==> config.mk <==
export PLATFORM = sky130hd
export DESIGN_NAME = ppl_stage_chain
export DESIGN_NICKNAME = d
export VERILOG_FILES = /design/src/rtl/ppl_pkg.sv /design/src/rtl/ppl_stage.sv /design/src/rtl/ppl_stage_chain.sv
export SDC_FILE = /design/constraint.sdc
export NUM_CORES = 1
export LEC_CHECK = 0
export ABC_AREA = 0
export CORE_AREA = 3 3 306 308
export CTS_BUF_LIST = sky130_fd_sc_hd__clkbuf_8
export DETAILED_ROUTE_END_ITERATION = 8
export DIE_AREA = 0 0 309 311
export HOLD_SLACK_MARGIN = 0.12
export PLACE_DENSITY = 0.5
export SETUP_SLACK_MARGIN = 0.05
export SYNTH_ARGS = -nofsm -noshare
export SYNTH_HDL_FRONTEND = slang
export SYNTH_HIERARCHICAL = 1
export SYNTH_SLANG_ARGS = --single-unit
==> constraint.sdc <==
create_clock -name CLK -period 1.9 [get_ports CLK]
set_clock_uncertainty 0.1 [all_clocks]
set_input_delay 0.57 -clock CLK [delete_from_list [all_inputs] [get_ports CLK]]
set_output_delay 0.57 -clock CLK [all_outputs]
set_load 0.05 [all_outputs]
==> src/rtl/ppl_pkg.sv <==
// Shared types and constants for the pipeline-register chain.
// Latency: n/a (declarations only).
// Backpressure: n/a; the stage_ctl_t select encodes hold/bubble/kill for each stage.
package ppl_pkg;

   // Stage indices of the classic five-stage core.
   localparam int IFID = 0;
   localparam int IDEX = 1;
   localparam int EXME = 2;
   localparam int MEWB = 3;

   // Instruction NOP encoding (low 32 bits of a bubble payload).
   localparam logic [31:0] NOP = 32'h0000_0000;

   // Per-stage next-state select.
   typedef enum logic [1:0] {
      LOAD   = 2'd0,
      HOLD   = 2'd1,
      BUBBLE = 2'd2,
      KILL   = 2'd3
   } stage_ctl_t;

endpackage

==> src/rtl/ppl_stage.sv <==
// One pipeline register: payload plus valid, next state picked by a LOAD/HOLD/BUBBLE/KILL select.
// Latency: 1 cycle from d to q.
// Backpressure: HOLD keeps contents; BUBBLE and KILL load NOP_VAL with valid cleared.
module ppl_stage
   import ppl_pkg::*;
#(
   parameter int               WIDTH   = 96,
   parameter logic [WIDTH-1:0] NOP_VAL = '0
) (
   input  logic             CLK,
   input  logic             nRST,
   input  logic [1:0]       ctl,
   input  logic [WIDTH-1:0] d,
   input  logic             vld_d,
   output logic [WIDTH-1:0] q,
   output logic             vld_q
);

   // Register update: reset and drained states both carry the NOP payload.
   always_ff @(posedge CLK or negedge nRST) begin
      if (!nRST) begin
         q     <= NOP_VAL;
         vld_q <= 1'b0;
      end else begin
         case (stage_ctl_t'(ctl))
            LOAD: begin
               q     <= d;
               vld_q <= vld_d;
            end
            BUBBLE, KILL: begin
               q     <= NOP_VAL;
               vld_q <= 1'b0;
            end
            default: ; // HOLD keeps contents
         endcase
      end
   end

endmodule

==> src/rtl/ppl_stage_chain.sv <==
// NSTAGE pipeline registers with stall cascade, bubble insertion below held stages, and per-stage kill.
// Latency: 1 cycle per stage; occupancy is registered alongside the valid bits.
// Backpressure: a stall holds its stage and everything upstream; ppEN=0 freezes the chain. PPL_PERF_EN adds counters.
module ppl_stage_chain
   import ppl_pkg::*;
#(
   parameter int                NSTAGE  = 4,
   parameter int                WIDTH   = 96,
   parameter logic [WIDTH-1:0]  NOP_VAL = '0
) (
   input  logic                         CLK,
   input  logic                         nRST,
   input  logic                         ppEN,
   input  logic [NSTAGE*WIDTH-1:0]      stage_d,
   input  logic [NSTAGE-1:0]            stage_vld_d,
   input  logic [NSTAGE-1:0]            stall,
   input  logic [NSTAGE-1:0]            kill,
   output logic [NSTAGE*WIDTH-1:0]      stage_q,
   output logic [NSTAGE-1:0]            stage_vld_q,
   output logic [NSTAGE-1:0]            hold_q,
   output logic [$clog2(NSTAGE+1)-1:0]  occupancy
`ifdef PPL_PERF_EN
   ,
   output logic [31:0]                  bubble_cnt,
   output logic [31:0]                  stall_cnt
`endif
);

   localparam int OW = $clog2(NSTAGE+1);

   logic [NSTAGE-1:0] hold;
   logic [NSTAGE-1:0] above;
   logic [NSTAGE-1:0] bub;
   logic [NSTAGE-1:0] vld_nxt;
   logic [OW-1:0]     occ_nxt;
   logic [1:0]        ctl [NSTAGE];

   // Stall cascade: a held stage forces every upstream stage to hold too.
   always_comb begin
      hold[NSTAGE-1] = stall[NSTAGE-1];
      for (int i = NSTAGE-2; i >= 0; i--) begin
         hold[i] = stall[i] | hold[i+1];
      end
   end

   // The IF/ID stage has nothing above it, so it never bubbles.
   assign above = {hold[NSTAGE-2:0], 1'b0};

   assign hold_q = ppEN ? hold : {NSTAGE{1'b1}};

   for (genvar i = 0; i < NSTAGE; i++) begin : g_stage
      // Priority: freeze, kill, hold, bubble, load.
      assign ctl[i] = !ppEN    ? HOLD   :
                      kill[i]  ? KILL   :
                      hold[i]  ? HOLD   :
                      above[i] ? BUBBLE : LOAD;

      assign bub[i]     = (stage_ctl_t'(ctl[i]) == BUBBLE);
      assign vld_nxt[i] = (stage_ctl_t'(ctl[i]) == LOAD) ? stage_vld_d[i] :
                          (stage_ctl_t'(ctl[i]) == HOLD) ? stage_vld_q[i] : 1'b0;

      ppl_stage #(
         .WIDTH   (WIDTH),
         .NOP_VAL (NOP_VAL)
      ) u_stage (
         .CLK   (CLK),
         .nRST  (nRST),
         .ctl   (ctl[i]),
         .d     (stage_d[i*WIDTH +: WIDTH]),
         .vld_d (stage_vld_d[i]),
         .q     (stage_q[i*WIDTH +: WIDTH]),
         .vld_q (stage_vld_q[i])
      );
   end

   // Popcount of the next-state valid vector so occupancy lands with the valids.
   always_comb begin
      occ_nxt = '0;
      for (int i = 0; i < NSTAGE; i++) begin
         occ_nxt = occ_nxt + OW'(vld_nxt[i]);
      end
   end

   // Occupancy register.
   always_ff @(posedge CLK or negedge nRST) begin
      if (!nRST) begin
         occupancy <= '0;
      end else begin
         occupancy <= occ_nxt;
      end
   end

`ifdef PPL_PERF_EN
   // Saturating event counters: edges with any bubble, and enabled edges with any stall request.
   always_ff @(posedge CLK or negedge nRST) begin
      if (!nRST) begin
         bubble_cnt <= '0;
         stall_cnt  <= '0;
      end else begin
         if ((|bub) && (bubble_cnt != 32'hFFFF_FFFF)) begin
            bubble_cnt <= bubble_cnt + 32'd1;
         end
         if (ppEN && (|stall) && (stall_cnt != 32'hFFFF_FFFF)) begin
            stall_cnt <= stall_cnt + 32'd1;
         end
      end
   end
`else
   logic unused_bub;
   assign unused_bub = |bub;
`endif

endmodule

### Yosys cells after proc, flatten, opt, wreduce, memory -nomap -nowiden

Index checks and enable logic that the tools add are counted.

| storage, ports and cells | value |
|---|---|
| register bits after elaboration | 391 |
| output and inout port bits | 395 |

| operators by class | value |
|---|---|
| add/sub/neg operators | 3 |
| equal/unequal tests | 12 |
| multiplexer cells | 32 |
| bitwise logic cells | 3 |
| reduce and logical (&&, ||, !) cells | 12 |

Operators with widths:

| operator | number |
|---|---|
| $pmux 96 s2 | 4 |
| $mux 2 | 14 |
| $eq 2x2->1 const B | 8 |
| $mux 1 | 9 |
| $eq 2x1->1 const B | 4 |
| $logic_not 2->1 | 4 |
| $pmux 1 s2 | 4 |
| $reduce_bool 2->1 | 4 |
| $reduce_or 2->1 | 4 |
| $mux 4 | 1 |
| $add 2x1->3 | 1 |
| $add 3x1->3 | 1 |
| $or 1x1->1 | 3 |
| $add 1x1->2 | 1 |

### Depth between registers and ports, before layout

| depth | value |
|---|---|
| depth after elaboration | 13 |
| gate-level depth with buffers | 8 |
| mapped depth without buffers | 6 |

### Modules after synthesis

The synthesis kept the hierarchy.

Modules (own cells, without submodules):

| module | times used | cells an instance | area each (µm²) | sequential area each (µm²) |
|---|---|---|---|---|
| ppl_stage | 4 | 313 | 3921.3 | 2427.3 |
| ppl_stage_chain | 1 | 35 | 336.6 | 75.1 |

### Worst setup path before layout

Ideal clock, no wire load.

| timing path | value |
|---|---|
| path kind | input to register |
| start | input stall[3] |
| end | register occupancy[1] |
| data arrival time | 2.600 ns |
| required time | 1.674 ns |
| path slack | -0.926 ns |
| cell stages on the path | 6 |
| path through | nor4b_4 nand2b_2 a311o_1 ha_1 fa_1 ha_1 |

| between the ends | value |
|---|---|
| longest elaborated chain between the ends | 13 |
| elaborated cells on any way between the ends | 37 |

RTL lines:

| what | line | source |
|---|---|---|
| start: declaration | ppl_stage_chain.sv:16 | `input logic [NSTAGE-1:0] stall,` |
| $or 1x1->1 (3 in series) | ppl_stage_chain.sv:42 | `hold[i] = stall[i] \| hold[i+1];` |
| $mux 2 | ppl_stage_chain.sv:56 | `above[i] ? BUBBLE : LOAD;` |
| $mux 2 | ppl_stage_chain.sv:55 | `hold[i] ? HOLD :` |
| $mux 2 | ppl_stage_chain.sv:54 | `kill[i] ? KILL :` |
| $mux 2 | ppl_stage_chain.sv:53 | `assign ctl[i] = !ppEN ? HOLD :` |
| $eq 2x1->1 | ppl_stage_chain.sv:60 | `(stage_ctl_t'(ctl[i]) == HOLD) ? stage_vld_q[i] : 1'b0;` |
| $mux 1 | ppl_stage_chain.sv:60 |  |
| $mux 1 | ppl_stage_chain.sv:59 | `assign vld_nxt[i] = (stage_ctl_t'(ctl[i]) == LOAD) ? stage_vld_d[i] :` |
| $add 1x1->2 | ppl_stage_chain.sv:80 | `occ_nxt = occ_nxt + OW'(vld_nxt[i]);` |
| $add 2x1->3 | ppl_stage_chain.sv:80 |  |
| $add 3x1->3 (*) | ppl_stage_chain.sv:80 |  |
| net occ_nxt[1] | ppl_stage_chain.sv:35 | `logic [OW-1:0] occ_nxt;` |
| end signal: assignment | ppl_stage_chain.sv:89 | `occupancy <= occ_nxt;` |
| end: declaration | ppl_stage_chain.sv:21 | `output logic [$clog2(NSTAGE+1)-1:0] occupancy` |

Mark *: on every way through the listed nets, which the timed path passes. The rest lies on a longest branch.
A chain may end at the register's enable or synchronous reset.

### Worst setup path after layout

| timing path | value |
|---|---|
| start | input stall[2] |
| end | output hold_q[0] |

| between the ends | value |
|---|---|
| longest elaborated chain between the ends | 4 |

RTL lines:

| what | line | source |
|---|---|---|
| $or 1x1->1 (3 in series) | ppl_stage_chain.sv:42 |  |
| $mux 4 | ppl_stage_chain.sv:49 | `assign hold_q = ppEN ? hold : {NSTAGE{1'b1}};` |
| end: declaration | ppl_stage_chain.sv:20 | `output logic [NSTAGE-1:0] hold_q,` |

No other way between the ends.

==> impl_metrics.env <==
export IMPL_status="complete, but fails checks"
export IMPL_failed_checks="negative setup slack"
export IMPL_drc_errors=0
export IMPL_synth_xor_area_share_pct=0
export IMPL_utilization_pct=35.19
export IMPL_ys_types=26
export IMPL_start_util_pct=17.53
export IMPL_slew_violations=0
export IMPL_antenna_found_initial=4
export IMPL_ys_ff_latch=391
export IMPL_coreArea_sq_um=91390
export IMPL_viasPerCell=3.879
export IMPL_wirelength_um=67670
export IMPL_netlist_area_sq_um=16020
export IMPL_final_cell_mix="buf_12, clkdlybuf4s50_1, mux2i_1"
export IMPL_die_h_um=311
export IMPL_muxShareOfSynthArea_pct=24.37
export IMPL_worstPathRequired_ps=1230
export IMPL_area_delta_synth_final_pct=100.7
export IMPL_synth_warning_count=6
export IMPL_hold_path_class="in -> async"
export IMPL_maxCapViolations=0
export IMPL_fin_ws_ps=-192.5
export IMPL_clockRootBuffer="clkbuf_8"
export IMPL_grt_pass1_wl_um=99420
export IMPL_grt_max_degree=54
export IMPL_synth_avg_cell_area_sq_um=12.45
export IMPL_synthAdderAreaFrac_pct=0.2811
export IMPL_crit_family="buffers and inverters"
export IMPL_drive_gt1_share_pct=31.62
export IMPL_pwr_density_cell_nw_per_um2=699.9
export IMPL_gr_total_overflow=0
export IMPL_grt_util_all_layers_pct=13.78
export IMPL_irDropWorstVdd_mv=0.5658
export IMPL_synth_compound_area_share_pct=0.3124
export IMPL_rsz0062_at_grt="yes"
export IMPL_htree_levels=3
export IMPL_setup_viol=222
export IMPL_syn_nets=1689
export IMPL_die_x_um=309
export IMPL_post_route_cell_area_sq_um=32160
export IMPL_cts_tree="done"
export IMPL_cp_end_kind="output port"
export IMPL_gp_congestion=0.7770
export IMPL_tns_ps=-3868
export IMPL_clkLatencyLatePin_ps=660
export IMPL_critPathKind="in -> out"
export IMPL_r2r_slack_ps=-120
export IMPL_drtAntennaViolNets=0
export IMPL_cts_sinks=391
export IMPL_tightest_slew_ps=483.3
export IMPL_port_buffer_count=793
export IMPL_cts_buffers=77
export IMPL_clk_pin_slew_ps=60
export IMPL_synth_area_top_cells="dfrtp_1, mux2i_1, nor2_1, buf_4, buf_8"
export IMPL_synth_top_area_share_pct=61.07
export IMPL_firstDrtPassIters=4
export IMPL_worst_slew_margin_rel_pct=67.78
export IMPL_final_nets=2672
export IMPL_dieArea_sq_um=96100
export IMPL_path_common_cell="buf_6"
export IMPL_power_mw=22.51
export IMPL_synthSimpleGateAreaFrac_pct=9.910
export IMPL_ios=794
export IMPL_routedWlPerCell_um=19.27
export IMPL_finalHoldViolations=0
export IMPL_cp_max_fo=3
export IMPL_clockBufferDepth=3
export IMPL_fmax_mhz=477.9
export IMPL_synthCells=1287
export IMPL_startpoint_type="input pin"
export IMPL_hold_ws_ps=255.7
export IMPL_vias=13618
export IMPL_dp_hpwl_um=53530
export IMPL_worst_path_buf_inv=4
export IMPL_placed_cell_area_sq_um=29880
export IMPL_p_leak_nw=17.00
export IMPL_final_common_cell="buf_12"
export IMPL_post_synth_top_area_cell="dfrtp_1"
export IMPL_drt_initial_drc_count=571
export IMPL_grt_pass1_vias=14968
export IMPL_arrival_ps=1420
export IMPL_worstPathCellList="buf_8, nor4b_4, buf_6, nand2b_4, buf_6, buf_12"
export IMPL_fin_crit_sh_pct=110.1
export IMPL_post_route_min_period_ps=2093
export IMPL_rows=111
export IMPL_ys_seq_area_share_pct=61.07
export IMPL_critPathSlowestCell="nor4b_4"
export IMPL_slowest_delay_ps=280
export IMPL_synth_top_family_by_area="multiplexers"
==> layout make-up <==
class | instances | area, sq um
Fill cell | 8884 | 59230
Timing Repair Buffer | 992 | 13710
Sequential cell | 391 | 9801
Multi-Input combinational cell | 804 | 5662
Tap cell | 1186 | 1484
Clock buffer | 97 | 1335
Clock inverter | 33 | 137.6
Inverter | 4 | 20.02
Antenna cell | 4 | 10.01
==> per-stage QoR <==
step	setup WS (ps)	std cells
CTS	-219.9	3469
finish	-192.5	3511
detailed placement	-1096	3284
global placement	-1113	3284
floorplan	-693.2	1287
global route	-229.8	3510
==> cell families after synthesis <==
logic type	count (synthesis)
AOI/OAI and AO/OA	7
adders and majority gates	3
buffers and inverters	92
DFF	391
muxes	390
and+or+nand+nor	404
==> power by group <==
| part | switching [mW] | internal (mW) | total [mW] |
|---|---|---|---|
| Clock | 3.68 | 4.54 | 8.21 |
| Sequential | 0.419 | 8.70 | 9.12 |
| Combinational | 2.48 | 2.69 | 5.17 |
| Total | 6.58 | 15.9 | 22.5 |
==> sequential cells by signal, indices dropped and copies added, names as in the netlist <==
| name | count |
|---|---|
| g_stage.u_stage/q | 384 |
| g_stage.u_stage/vld_q | 4 |
| occupancy | 3 |
==> timing repair <==
action                                  CTS  global route
resized for setup                        48             7
pin swaps                                 3             2
cloned                                    0             0
hold endpoints to repair                201             0
endpoints found under the setup margin  504           397
setup buffers                            55            38
hold buffers                              1             0
==> worst paths after layout <==
path                                     startpoint                       end  depth (start not counted)
setup / recovery                           stall[2]                 hold_q[0]                          6
hold / removal                                 nRST  g_stage[0].u_stage/q[88]                          2
setup reg to reg           g_stage[0].u_stage/vld_q              occupancy[1]                          6
hold reg to reg            g_stage[2].u_stage/q[92]  g_stage[2].u_stage/q[92]                          2
max in group asynchronous                      nRST  g_stage[3].u_stage/q[77]                          3
min in group CLK                       stage_d[121]  g_stage[1].u_stage/q[25]                          3
==> cells in the mapped netlist, drive strengths merged <==
cell / number
buf: 52
a311o: 1
clkbuf: 36
nor4b: 2
and4bb: 1
a22o: 1
nor2: 389
o21ai: 1
nor2b: 2
or2: 2
mux2i: 390
dfrtp: 391
nor3b: 2
o22ai: 1
fa: 1
or3b: 1
ha: 2
inv: 4
a21oi: 1
and2: 1
o21a: 2
nand2b: 4
==> layer usage <==
metal / vias up / wire length, um / GRT usage, %
met5: - / 0 / 0
met1: 6707 / 24700 / 14.75
met2: 539 / 34790 / 24.40
li1: 6265 / - / -
met3: 107 / 6354 / 5.772
met4: 0 / 1822 / 4.439
==> worst register-to-register path, stage by stage (launching register included) <==
cell     delay (ps)
dfrtp_1         390
buf_4           150
nor3b_1         140
a311o_1         310
ha_4            230
fa_2            330
ha_2            310
No activity file was read; power rests on OpenSTA's default activity.
